--- config.mk ---
export PLATFORM = sky130hd
export DESIGN_NAME = start_srl_fifo_ctrl_flat
export DESIGN_NICKNAME = d
export VERILOG_FILES = /design/src/rtl/start_srl_fifo_ctrl_if.sv /design/src/rtl/start_srl_fifo_ctrl.sv /design/src/flat_wrapper.sv
export SDC_FILE = /design/constraint.sdc
export NUM_CORES = 1
export LEC_CHECK = 0
export ABC_AREA = 1
export BUFFER_PORTS_ARGS = -buffer_cell sky130_fd_sc_hd__buf_4
export CAP_MARGIN = 30
export CORE_AREA = 2 2 39 41
export CTS_CLUSTER_SIZE = 8
export DETAILED_ROUTE_END_ITERATION = 12
export DIE_AREA = 0 0 41 43
export PLACE_DENSITY = 0.57
export SKIP_LAST_GASP = 1
export SYNTH_ARGS = -nofsm -noshare
export SYNTH_HDL_FRONTEND = slang
export SYNTH_SLANG_ARGS = --single-unit
--- constraint.sdc ---
create_clock -name clk -period 1.7 [get_ports clk]
set_clock_uncertainty 0.1 [all_clocks]
set_input_delay 0.255 -clock clk [delete_from_list [all_inputs] [get_ports clk]]
set_output_delay 0.255 -clock clk [all_outputs]
set_load 0.1 [all_outputs]
--- src/rtl/start_srl_fifo_ctrl_if.sv ---
// start_srl_fifo_ctrl_if
// ap_fifo handshake bundle for the start/token FIFO.
//   if_write_ce, if_write, if_din   : write side, driven by the producer
//   if_full_n                       : FIFO can accept a word
//   if_read_ce, if_read             : read side, driven by the consumer
//   if_dout, if_empty_n             : registered head word and its valid flag
//   if_num_data_valid, if_fifo_cap  : occupancy and fixed capacity
// master = producer/consumer side, slave = the FIFO.
interface start_srl_fifo_ctrl_if #(
    parameter int DATA_WIDTH = 1,
    parameter int ADDR_WIDTH = 1
);
    logic                  if_write_ce;
    logic                  if_write;
    logic [DATA_WIDTH-1:0] if_din;
    logic                  if_full_n;
    logic                  if_read_ce;
    logic                  if_read;
    logic [DATA_WIDTH-1:0] if_dout;
    logic                  if_empty_n;
    logic [ADDR_WIDTH:0]   if_num_data_valid;
    logic [ADDR_WIDTH:0]   if_fifo_cap;

    modport master (
        output if_write_ce, if_write, if_din, if_read_ce, if_read,
        input  if_full_n, if_dout, if_empty_n, if_num_data_valid, if_fifo_cap
    );

    modport slave (
        input  if_write_ce, if_write, if_din, if_read_ce, if_read,
        output if_full_n, if_dout, if_empty_n, if_num_data_valid, if_fifo_cap
    );
endinterface

--- src/rtl/start_srl_fifo_ctrl.sv ---
// start_srl_fifo_ctrl
// Shift-register start/token FIFO with a one-entry registered output stage.
// Capacity is DEPTH words in the SRL plus one in the output register.
// Ports:
//   clk       : single clock, rising edge
//   ap_rst_n  : synchronous active-low reset
//   bus       : start_srl_fifo_ctrl_if.slave handshake bundle
//   err       : sticky protocol-error flag
// Optional feature: define START_FIFO_PROTOCOL_CHECK_EN to make err flag
// writes while full and reads while empty; otherwise err is tied low.
module start_srl_fifo_ctrl #(
    parameter int DATA_WIDTH = 1,
    parameter int ADDR_WIDTH = 1,
    parameter int DEPTH      = 2
) (
    input  logic                        clk,
    input  logic                        ap_rst_n,
    start_srl_fifo_ctrl_if.slave        bus,
    output logic                        err
);
    localparam logic [ADDR_WIDTH:0] DEPTH_C = (ADDR_WIDTH+1)'(DEPTH);
    localparam logic [ADDR_WIDTH:0] CAP_C   = (ADDR_WIDTH+1)'(DEPTH + 1);

    logic [DATA_WIDTH-1:0] srl_sig [DEPTH];
    logic [ADDR_WIDTH:0]   srl_cnt;
    logic                  out_valid;
    logic [DATA_WIDTH-1:0] dout_q;

    logic                  full_n;
    logic                  push;
    logic                  pop;
    logic                  xfer;
    logic [ADDR_WIDTH:0]   cnt_m1;
    logic [ADDR_WIDTH-1:0] head_addr;

    assign full_n    = (srl_cnt != DEPTH_C);
    assign push      = bus.if_write & bus.if_write_ce & full_n;
    assign pop       = bus.if_read & bus.if_read_ce & out_valid;
    // Refill the output stage whenever it is empty or being drained this cycle.
    assign xfer      = (srl_cnt != '0) & (~out_valid | pop);
    // Newest word sits at index 0, so the oldest is at srl_cnt-1.
    assign cnt_m1    = srl_cnt - 1'b1;
    assign head_addr = cnt_m1[ADDR_WIDTH-1:0];

    // SRL storage is not reset; srl_cnt alone decides which entries are live.
    always_ff @(posedge clk) begin
        if (ap_rst_n && push) begin
            for (int i = DEPTH - 1; i > 0; i--) begin
                srl_sig[i] <= srl_sig[i-1];
            end
            srl_sig[0] <= bus.if_din;
        end
    end

    always_ff @(posedge clk) begin
        if (!ap_rst_n) begin
            srl_cnt   <= '0;
            out_valid <= 1'b0;
            dout_q    <= '0;
        end else begin
            if (xfer) begin
                dout_q    <= srl_sig[head_addr];
                out_valid <= 1'b1;
            end else if (pop) begin
                out_valid <= 1'b0;
            end
            srl_cnt <= srl_cnt + (ADDR_WIDTH+1)'(push) - (ADDR_WIDTH+1)'(xfer);
        end
    end

`ifdef START_FIFO_PROTOCOL_CHECK_EN
    logic err_q;

    always_ff @(posedge clk) begin
        if (!ap_rst_n) begin
            err_q <= 1'b0;
        end else if ((bus.if_write & bus.if_write_ce & ~full_n) |
                     (bus.if_read & bus.if_read_ce & ~out_valid)) begin
            err_q <= 1'b1;
        end
    end

    assign err = err_q;
`else
    assign err = 1'b0;
`endif

    assign bus.if_full_n         = full_n;
    assign bus.if_empty_n        = out_valid;
    assign bus.if_dout           = dout_q;
    assign bus.if_num_data_valid = srl_cnt + (ADDR_WIDTH+1)'(out_valid);
    assign bus.if_fifo_cap       = CAP_C;
endmodule

--- src/flat_wrapper.sv ---
// flat-port wrapper written by rule: the top's interface ports become plain ports
module start_srl_fifo_ctrl_flat 
#(
    parameter int DATA_WIDTH = 1,
    parameter int ADDR_WIDTH = 1,
    parameter int DEPTH      = 2
)
  (clk, ap_rst_n, err, bus_if_write_ce, bus_if_write, bus_if_din, bus_if_read_ce, bus_if_read, bus_if_full_n, bus_if_dout, bus_if_empty_n, bus_if_num_data_valid, bus_if_fifo_cap);
  start_srl_fifo_ctrl_if #(.DATA_WIDTH(DATA_WIDTH), .ADDR_WIDTH(ADDR_WIDTH)) bus_i ();
  input  logic clk;
  input  logic ap_rst_n;
  output logic err;
  input wire logic [$bits(bus_i.if_write_ce)-1:0] bus_if_write_ce;
  input wire logic [$bits(bus_i.if_write)-1:0] bus_if_write;
  input wire logic [$bits(bus_i.if_din)-1:0] bus_if_din;
  input wire logic [$bits(bus_i.if_read_ce)-1:0] bus_if_read_ce;
  input wire logic [$bits(bus_i.if_read)-1:0] bus_if_read;
  output wire logic [$bits(bus_i.if_full_n)-1:0] bus_if_full_n;
  output wire logic [$bits(bus_i.if_dout)-1:0] bus_if_dout;
  output wire logic [$bits(bus_i.if_empty_n)-1:0] bus_if_empty_n;
  output wire logic [$bits(bus_i.if_num_data_valid)-1:0] bus_if_num_data_valid;
  output wire logic [$bits(bus_i.if_fifo_cap)-1:0] bus_if_fifo_cap;
  assign bus_i.if_write_ce = bus_if_write_ce;
  assign bus_i.if_write = bus_if_write;
  assign bus_i.if_din = bus_if_din;
  assign bus_i.if_read_ce = bus_if_read_ce;
  assign bus_i.if_read = bus_if_read;
  assign bus_if_full_n = bus_i.if_full_n;
  assign bus_if_dout = bus_i.if_dout;
  assign bus_if_empty_n = bus_i.if_empty_n;
  assign bus_if_num_data_valid = bus_i.if_num_data_valid;
  assign bus_if_fifo_cap = bus_i.if_fifo_cap;
  start_srl_fifo_ctrl #(.DATA_WIDTH(DATA_WIDTH), .ADDR_WIDTH(ADDR_WIDTH), .DEPTH(DEPTH)) u_core (.clk(clk), .ap_rst_n(ap_rst_n), .bus(bus_i), .err(err));
endmodule
==> impl_metrics.json, run 1 <==
{
  "post_route_cells_drive_above_1_share": 0.406,
  "route.detailed.wl_per_inst_um": 7.71,
  "firstDrtPassIters": 2,
  "slowest_stage": "dfxtp_1",
  "synth.lib_cells_used.distinct": 16,
  "tns_ns": 0,
  "reg2reg_end": "u_core.srl_cnt[1]",
  "drv.max_cap_violation_count": 0,
  "grt_antenna_before_repair": 0,
  "layout_common_cells": "12 x buf_4, 10 x inv_1, 9 x nand2_1",
  "via_count_of_the_first_global_routing_pass": 263,
  "yosysSeqAreaShare": 0.372,
  "syn-mean-instance-area_um2": 7.69,
  "via_per_inst": 3.96,
  "layout_commonest_cell": "buf_4",
  "via_count": 317,
  "totalWireLength_um": 617,
  "worst_ep_required_time_ns": 1.34,
  "ys_warn_count": 0,
  "worst_path_dominant_cell_family": "buffers and inverters",
  "critical-path-max-stage-delay_ns": 0.34,
  "antennaDiodeCount": 0,
  "crit_chain": "buf_4 -> ha_4 -> xor2_4 -> buf_6",
  "instance_area_after_placement_um2": 513,
  "area_delta_synth_final_pct": 44.2,
  "clock_tree.htree_level_count": 1,
  "cp-end-kind": "output port",
  "regArea_um2": 144,
  "met3_usage": 0.0314,
  "grt_pass1_wl_um": 986,
  "final_nets": 75,
  "postSynthCellCount": 49,
  "gp_congestion": 0.746,
  "hold-worst-slack_ns": 0.0809,
  "crit-reg2reg-launch": "u_core.srl_cnt[1]",
  "grt_use_met1": 0.0980,
  "hold_start": "bus_if_din",
  "crit_buf_inv": 2,
  "ant_nets": 0,
  "postCtsSetupBuffers": 0,
  "cp-endpoint": "bus_if_num_data_valid[1]",
  "io_pins": 15,
  "grt_util_all_layers": 0.0848,
  "cts_buffers": 3,
  "clkLatencyLatePin_ns": 0.25,
  "synth-seq-cells": 6,
  "global_route.overflow_total": 0,
  "clockBufferDepth": 2,
  "multi_input_area_um2": 206,
  "placeable_core_area_mm2": 0.00138,
  "final_cell_area_um2": 543,
  "finalSetupViolations": 0,
  "start_util": 0.272,
  "hp-class": "in -> reg",
  "die_span_x_um": 41,
  "clk_pin_slew_ns": 0.05,
  "final_hold_violation_count": 0,
  "grt-busiest-layer": "met2",
  "grt_max_degree": 5,
  "critical_path_peak_fanout": 3,
  "place_hpwl_um": 535,
  "worst_ep_arrival_time_ns": 1.24,
  "finalMaxSlewViolations": 0,
  "die_y_um": 43,
  "drc": 0,
  "die_area_mm2": 0.00176,
  "number_of_fill_cells": 155,
  "setup_repair_after_global_routing_missed_its_margin": "no",
  "r2r_setup_slack_ns": 0.14,
  "cts_root_buffer": "clkbuf_4",
  "post-route-period-util": 0.937,
  "fmax_mhz": 628,
  "io_buffers": 11,
  "cts_tree": "built",
  "worstRegToRegCells": 12,
  "cts_sinks": 6,
  "crit_start": "u_core.srl_cnt[0]",
  "met2_usage": 0.122,
  "outcome": "finished clean",
  "worst_setup_path_start_kind": "register",
  "finalWorstPathRequiredPeriod_ns": 1.59,
  "critPathKind": "reg -> out",
  "core.rowCount": 14,
  "detail_route.iter0.violations": 2,
  "netlist_area_um2": 377,
  "crit_cells": 4
}
-- timing repair --
action                     CTS  global route
hold buffers                 0             0
resized for setup            0             1
setup endpoints to repair    0             1
-- area by class of cell --
cell class	count	share of cell area
multi-input combinational	29	0.380
sequential	6	0.265
timing repair buffer	13	0.187
tap	16	0.0369
clock buffer	4	0.0484
inverter	12	0.0829
-- cells in the mapped netlist --
cell type,instances,area (um^2)
buf_4,3,22.5
nand2_2,1,6.26
nor2_1,4,15.0
nand2_4,3,33.8
dfxtp_1,4,80.1
nor3_1,1,5.00
inv_1,10,37.5
conb_1,2,7.51
a21oi_1,2,10.0
nand3_1,1,5.00
nor4_1,1,6.26
ha_1,3,37.5
xor2_1,1,8.76
nand2_1,9,33.8
inv_2,2,7.51
edfxtp_1,2,60.1
-- cells by family after synthesis --
group | after synthesis | synth area share
AO/OA/AOI/OAI | 2 | 0.0266
XOR/XNOR | 1 | 0.0233
adder cells (fa/ha/maj) | 3 | 0.0997
buffers and inverters | 15 | 0.179
flip-flops | 6 | 0.372
other | 2 | 0.0199
AND/OR/NAND/NOR | 20 | 0.279
-- routing by layer --
| metal | routed length, um | part of all wire | vias to the layer above |
|---|---|---|---|
| li1 | - | - | 169 |
| met4 | 0 | 0 | 0 |
| met2 | 308 | 0.50 | 10 |
| met5 | 0 | 0 | - |
| met3 | 49 | 0.079 | 0 |
| met1 | 259 | 0.42 | 138 |
-- through the flow --
| step | std cells | setup slack (ns) | utilization |
|---|---|---|---|
| 5_1_grt | 80 | 0.0387 | 0.392 |
| 3_5_place_dp | 76 | 0.0521 | 0.371 |
| 2_1_floorplan | 50 | 0.00350 | - |
| 4_1_cts | 80 | 0.0362 | 0.390 |
| 6_report | 80 | 0.106 | 0.392 |
| 3_3_place_gp | 76 | 0.0797 | 0.371 |
-- flip-flops by register name, summed over array words and instances, names as in the netlist --
register,count
u_core.bus.if_empty_n,1
u_core.srl_cnt,2
u_core.srl_sig,2
u_core.bus.if_dout,1
-- worst min-delay path by stage --
stage	depth (start not counted)	slack (ns)	end
2_1_floorplan	2	0.25	u_core.srl_cnt[0]
3_3_place_gp	1	0.33	u_core.srl_sig[0]
3_5_place_dp	1	0.33	u_core.srl_sig[0]
4_1_cts	1	0.07	u_core.srl_sig[0]
5_1_grt	1	0.07	u_core.srl_sig[0]
6_report	1	0.08	u_core.srl_sig[0]
Power of run 1 is not shown: default switching activity piles up to over one toggle a cycle in this logic, so the estimate is an artifact.
==> run 2, diff against run 1 <==
--- a/config.mk
+++ b/config.mk
@@ -5,14 +5,13 @@
 export SDC_FILE = /design/constraint.sdc
 export NUM_CORES = 1
 export LEC_CHECK = 0
-export ABC_AREA = 1
 export BUFFER_PORTS_ARGS = -buffer_cell sky130_fd_sc_hd__buf_4
 export CAP_MARGIN = 30
 export CORE_AREA = 2 2 39 41
 export CTS_CLUSTER_SIZE = 8
 export DETAILED_ROUTE_END_ITERATION = 12
 export DIE_AREA = 0 0 41 43
-export PLACE_DENSITY = 0.57
+export PLACE_DENSITY = 0.54
 export SKIP_LAST_GASP = 1
 export SYNTH_ARGS = -nofsm -noshare
 export SYNTH_HDL_FRONTEND = slang
==> impl_metrics.json, run 2 <==
{
  "post_route_cells_drive_above_1_share": 0.638,
  "critical_path_peak_fanout": 3,
  "layout_common_cells": "12 x buf_4, 3 x conb_1, 3 x clkbuf_4",
  "synth_top_area_share": 0.236,
  "final_nets": 58,
  "finalWorstPathRequiredPeriod_ns": 1.63,
  "global_route.overflow_total": 0,
  "netlist_top_cells_area": "dfxtp_1 24%, edfxtp_1 18%, ha_1 11%",
  "drv.max_cap_violation_count": 0,
  "met3_usage": 0.0157,
  "totalWireLength_um": 571,
  "via_count": 252,
  "grt_antenna_before_repair": 0,
  "finalSetupViolations": 0,
  "cts_buffers": 3,
  "ctsHoldBuffers": 0,
  "clockBufferDepth": 2,
  "placed_cells_incl_taps": 59,
  "final_hold_violation_count": 0,
  "count_of_cells_along_the_worst_hold_path": 1,
  "number_of_fill_cells": 131,
  "placeable_core_area_mm2": 0.00138,
  "grt_max_degree": 7,
  "yosysSeqAreaShare": 0.413,
  "fmax_mhz": 612,
  "syn-mean-instance-area_um2": 10.6,
  "finalMaxSlewViolations": 0,
  "layout_commonest_cell": "buf_4",
  "io_pins": 15,
  "grt_pass1_wl_um": 897,
  "io_buffers": 11,
  "grt-busiest-layer": "met4",
  "grt_util_all_layers": 0.0827,
  "setup_repair_after_global_routing_missed_its_margin": "no",
  "via_count_of_the_first_global_routing_pass": 244,
  "post-route-util": 0.383,
  "synth-edff-count": 2,
  "start_util": 0.245,
  "hp-class": "in -> reg",
  "critPathKind": "reg -> reg",
  "post-route-period-util": 0.962,
  "synth.lib_cells_used.distinct": 19,
  "detail_route.iter0.violations": 3,
  "die_span_x_um": 41,
  "ant_nets": 0,
  "yosys.area.top_type": "dfxtp_1",
  "drc": 0,
  "outcome": "finished clean",
  "worst_setup_path_start_kind": "register",
  "place_hpwl_um": 455,
  "clkLatencyLatePin_ns": 0.24,
  "clk_pin_slew_ns": 0.05,
  "multi_input_area_um2": 230,
  "firstDrtPassIters": 4,
  "route.detailed.wl_per_inst_um": 9.06,
  "reg2reg_end": "u_core.srl_cnt[1]",
  "cts_root_buffer": "clkbuf_4",
  "synth-seq-cells": 6,
  "worstRegToRegCells": 8,
  "hold_start": "bus_if_din",
  "r2r_setup_slack_ns": 0.07,
  "worst_ep_arrival_time_ns": 1.67,
  "cts_tree": "built",
  "grt_use_met1": 0.0850,
  "netlist_area_um2": 339,
  "met2_usage": 0.109,
  "cp-end-kind": "register",
  "final_cell_area_um2": 531,
  "async_flop_share": 0,
  "postSynth.topFlopCell": "dfxtp_1",
  "cts_sinks": 6,
  "post-synth-top-count-cell": "dfxtp_1",
  "worst_ep_required_time_ns": 1.74,
  "biggestRegsByFlops": "u_core.srl_cnt: 2 flops, u_core.srl_sig: 2 flops",
  "layout.cells.non_filler": 63,
  "synth_top_cells_by_count": "4 x dfxtp_1, 3 x buf_4, 3 x ha_1",
  "die_y_um": 43,
  "postSynthCellCount": 32,
  "crit-reg2reg-launch": "u_core.bus.if_empty_n",
  "area_delta_synth_final_pct": 56.5,
  "whs_endpoint": "u_core.srl_sig[0]",
  "gp_congestion": 0.628,
  "via_per_inst": 4.00,
  "instance_area_after_placement_um2": 489,
  "clock_tree.htree_level_count": 1,
  "ys_warn_count": 0,
  "antennaDiodeCount": 0,
  "regArea_um2": 145,
  "die_area_mm2": 0.00176,
  "core.rowCount": 14
}
## run 2: worst max path at each step
stage	startpoint	endpoint	slack, ns	depth (start not counted)
floorplan	u_core.bus.if_empty_n	u_core.srl_cnt[1]	-0.16	8
global placement	bus_if_read	u_core.srl_cnt[1]	0.05	9
detailed placement	bus_if_read	u_core.srl_cnt[1]	0.03	9
CTS	u_core.bus.if_empty_n	u_core.srl_cnt[1]	0.04	8
global route	u_core.bus.if_empty_n	u_core.srl_cnt[1]	0.002	8
finish	u_core.bus.if_empty_n	u_core.srl_cnt[1]	0.07	8
## run 2: cell type report
| type | instances | share of cell area |
|---|---|---|
| clock buffers | 4 | 0.0495 |
| inverters | 2 | 0.0142 |
| well taps | 16 | 0.0377 |
| multi-input cells | 22 | 0.434 |
| flip-flops and latches | 6 | 0.274 |
| repair buffers | 13 | 0.191 |
## run 2: logic make-up (layout without fill, tap and decap cells)
group / count (synthesis) / in the layout / share of synthesized area
xor+xnor: 3 / 3 / 0.0775
other cells: 2 / 3 / 0.0221
mux: 2 / 2 / 0.0627
compound gates: 2 / 2 / 0.0517
fa+ha+maj: 3 / 3 / 0.111
buf+inv: 5 / 19 / 0.0886
flops: 6 / 6 / 0.413
simple gates: 9 / 9 / 0.173
## run 2: metrics by stage
step	setup TNS [ns]	setup slack [ns]	hold WS, ns
final	0	0.0651	0.0882
after global routing	0	0.00228	0.0763
after CTS	0	0.0382	0.0767
after detailed placement	0	0.0313	0.334
after global placement	0	0.0515	0.334
after floorplan	-0.209	-0.161	0.254
## run 2: metal layers
metal / vias up / part of all wire
met5: - / 0
met4: 0 / 0
met3: 0 / 0.051
met2: 8 / 0.54
met1: 117 / 0.41
li1: 127 / -
## run 2: worst max-delay path, stage by stage, from the launching register on
cell and delay (ns):
dfxtp_4 0.35, a21boi_4 0.18, nor2_2 0.05, ha_1 0.29, inv_2 0.04, ha_4 0.15, xnor2_2 0.13, xnor2_1 0.12
and2_1 0.13
## run 2: what timing repair did
| action | CTS | global route |
|---|---|---|
| pin swaps | 0 | 1 |
| endpoints found under the setup margin | 1 | 1 |
| setup buffers | 0 | 0 |
| gates resized for setup | 3 | 2 |
Power of run 2 is left out for the same reason.
==> run 3, diff against run 2 <==
--- a/config.mk
+++ b/config.mk
@@ -7,10 +7,11 @@
 export LEC_CHECK = 0
 export BUFFER_PORTS_ARGS = -buffer_cell sky130_fd_sc_hd__buf_4
 export CAP_MARGIN = 30
-export CORE_AREA = 2 2 39 41
+export CORE_AREA = 10 10 47 49
 export CTS_CLUSTER_SIZE = 8
 export DETAILED_ROUTE_END_ITERATION = 12
-export DIE_AREA = 0 0 41 43
+export DIE_AREA = 0 0 57 59
+export MAX_ROUTING_LAYER = met4
 export PLACE_DENSITY = 0.54
 export SKIP_LAST_GASP = 1
 export SYNTH_ARGS = -nofsm -noshare
==> impl_metrics.json, run 3 (same netlist as run 2, synthesis figures left out) <==
{
  "outcome": "finished clean",
  "die_span_x_um": 57,
  "cts_buffers": 3,
  "via_count_of_the_first_global_routing_pass": 283,
  "via_count": 254,
  "met3_usage": 0.0451,
  "post-route-period-util": 0.960,
  "number_of_fill_cells": 148,
  "layout_common_cells": "12 x buf_4, 3 x conb_1, 3 x clkbuf_4",
  "fmax_mhz": 613,
  "hp-class": "in -> reg",
  "slowest_stage": "dfxtp_4",
  "worst_path_dominant_cell_family": "adder cells",
  "place_hpwl_um": 562,
  "critical-path-max-stage-delay_ns": 0.34,
  "hold-worst-slack_ns": 0.0849,
  "drv.max_cap_violation_count": 0,
  "crit_buf_inv": 1,
  "finalMaxSlewViolations": 0,
  "post-route-worst-setup-slack_ns": 0.0677,
  "antennaDiodeCount": 0,
  "final_nets": 58,
  "critPathKind": "reg -> reg",
  "start_util": 0.242,
  "cts_tree": "built",
  "via_per_inst": 4.03,
  "clockBufferDepth": 2,
  "final_hold_violation_count": 0,
  "io_buffers": 11,
  "finalWorstPathRequiredPeriod_ns": 1.63,
  "io_pins": 15,
  "ant_nets": 0,
  "crit_chain": "a21boi_4 -> nor2_2 -> ha_1 -> inv_2 -> ha_4 -> xnor2_2 -> xnor2_1 -> and2_1",
  "grt_antenna_before_repair": 0,
  "met2_usage": 0.0620,
  "instance_area_after_placement_um2": 489,
  "cp-end-kind": "register",
  "route.detailed.wl_per_inst_um": 10.7,
  "finalSetupViolations": 0,
  "grt-busiest-layer": "met2",
  "worst_ep_required_time_ns": 1.73,
  "worst_setup_path_start_kind": "register",
  "placeable_core_area_mm2": 0.00140,
  "gp_congestion": 0.624,
  "cts_sinks": 6,
  "grt_pass1_wl_mm": 1.15,
  "clkLatencyLatePin_ns": 0.24,
  "postCtsSetupBuffers": 0,
  "firstDrtPassIters": 2,
  "worst_ep_arrival_time_ns": 1.67,
  "layout_commonest_cell": "buf_4",
  "detail_route.iter0.violations": 2,
  "grt_max_degree": 7,
  "core.rowCount": 14,
  "global_route.overflow_total": 0,
  "drc": 0,
  "die_y_um": 59,
  "grt_util_all_layers": 0.0456,
  "die_area_mm2": 0.00336,
  "clk_pin_slew_ns": 0.05,
  "critical_path_peak_fanout": 3,
  "cts_root_buffer": "clkbuf_4",
  "final_cell_area_um2": 534,
  "area_delta_synth_final_pct": 57.6,
  "setup_repair_after_global_routing_missed_its_margin": "yes",
  "post-place-ws_ns": 0.0291,
  "grt_use_met1": 0.0422,
  "post_route_cells_drive_above_1_share": 0.638,
  "clock_tree.htree_level_count": 1,
  "totalWireLength_um": 676,
  "biggestRegsByFlops": "u_core.srl_cnt: 2 flops, u_core.srl_sig: 2 flops"
}
run 3: cell counts in the layout (fill, tap and decap cells not counted):
Identical to the previous run, type by type.
run 3: through the flow:
step | std cells | util | setup TNS (ns)
after floorplan | 33 | - | -0.209
after global placement | 59 | 0.349 | 0
after detailed placement | 59 | 0.349 | 0
after CTS | 63 | 0.375 | 0
after global routing | 63 | 0.381 | -0.0268
final | 63 | 0.381 | 0
run 3: path summary, 6_finish.rpt:
kind | startpoint | endpoint | slack, ns | depth (start not counted)
hold / removal | bus_if_din | u_core.srl_sig[0] | 0.08 | 1
setup / recovery | u_core.bus.if_empty_n | u_core.srl_cnt[1] | 0.07 | 8
hold reg to reg | u_core.srl_sig[0] | u_core.srl_sig[1] | 0.36 | 0
setup reg to reg | u_core.bus.if_empty_n | u_core.srl_cnt[1] | 0.07 | 8
run 3: layout make-up:
class / instances / area, um^2 / area share
timing repair buffer: 13 / 105 / 0.197
tap: 16 / 20.0 / 0.0375
inverter: 2 / 7.51 / 0.0141
clock buffer: 4 / 26.3 / 0.0492
sequential: 6 / 145 / 0.272
multi-input combinational: 22 / 230 / 0.431
run 3: routing by layer:
metal	routed length [um]	vias to the layer above	part of all wire
met1	302	112	0.45
met2	282	16	0.42
met5	0	-	0
li1	-	126	-
met3	91	0	0.13
met4	0	0	0
run 3: repair_timing:
action | 4_1_cts | 5_1_grt
pin swaps | 0 | 1
resized for setup | 3 | 3
hold buffers | 0 | 0
endpoints found under the setup margin | 1 | 2
run 3: worst register-to-register path, stage by stage (launching register included):
cell      delay [ns]
dfxtp_4         0.34
a21boi_4        0.18
nor2_2          0.06
ha_1            0.28
inv_2           0.04
ha_4            0.15
xnor2_2         0.13
xnor2_1         0.12
and2_1          0.13
Power of run 3 is left out for the same reason.
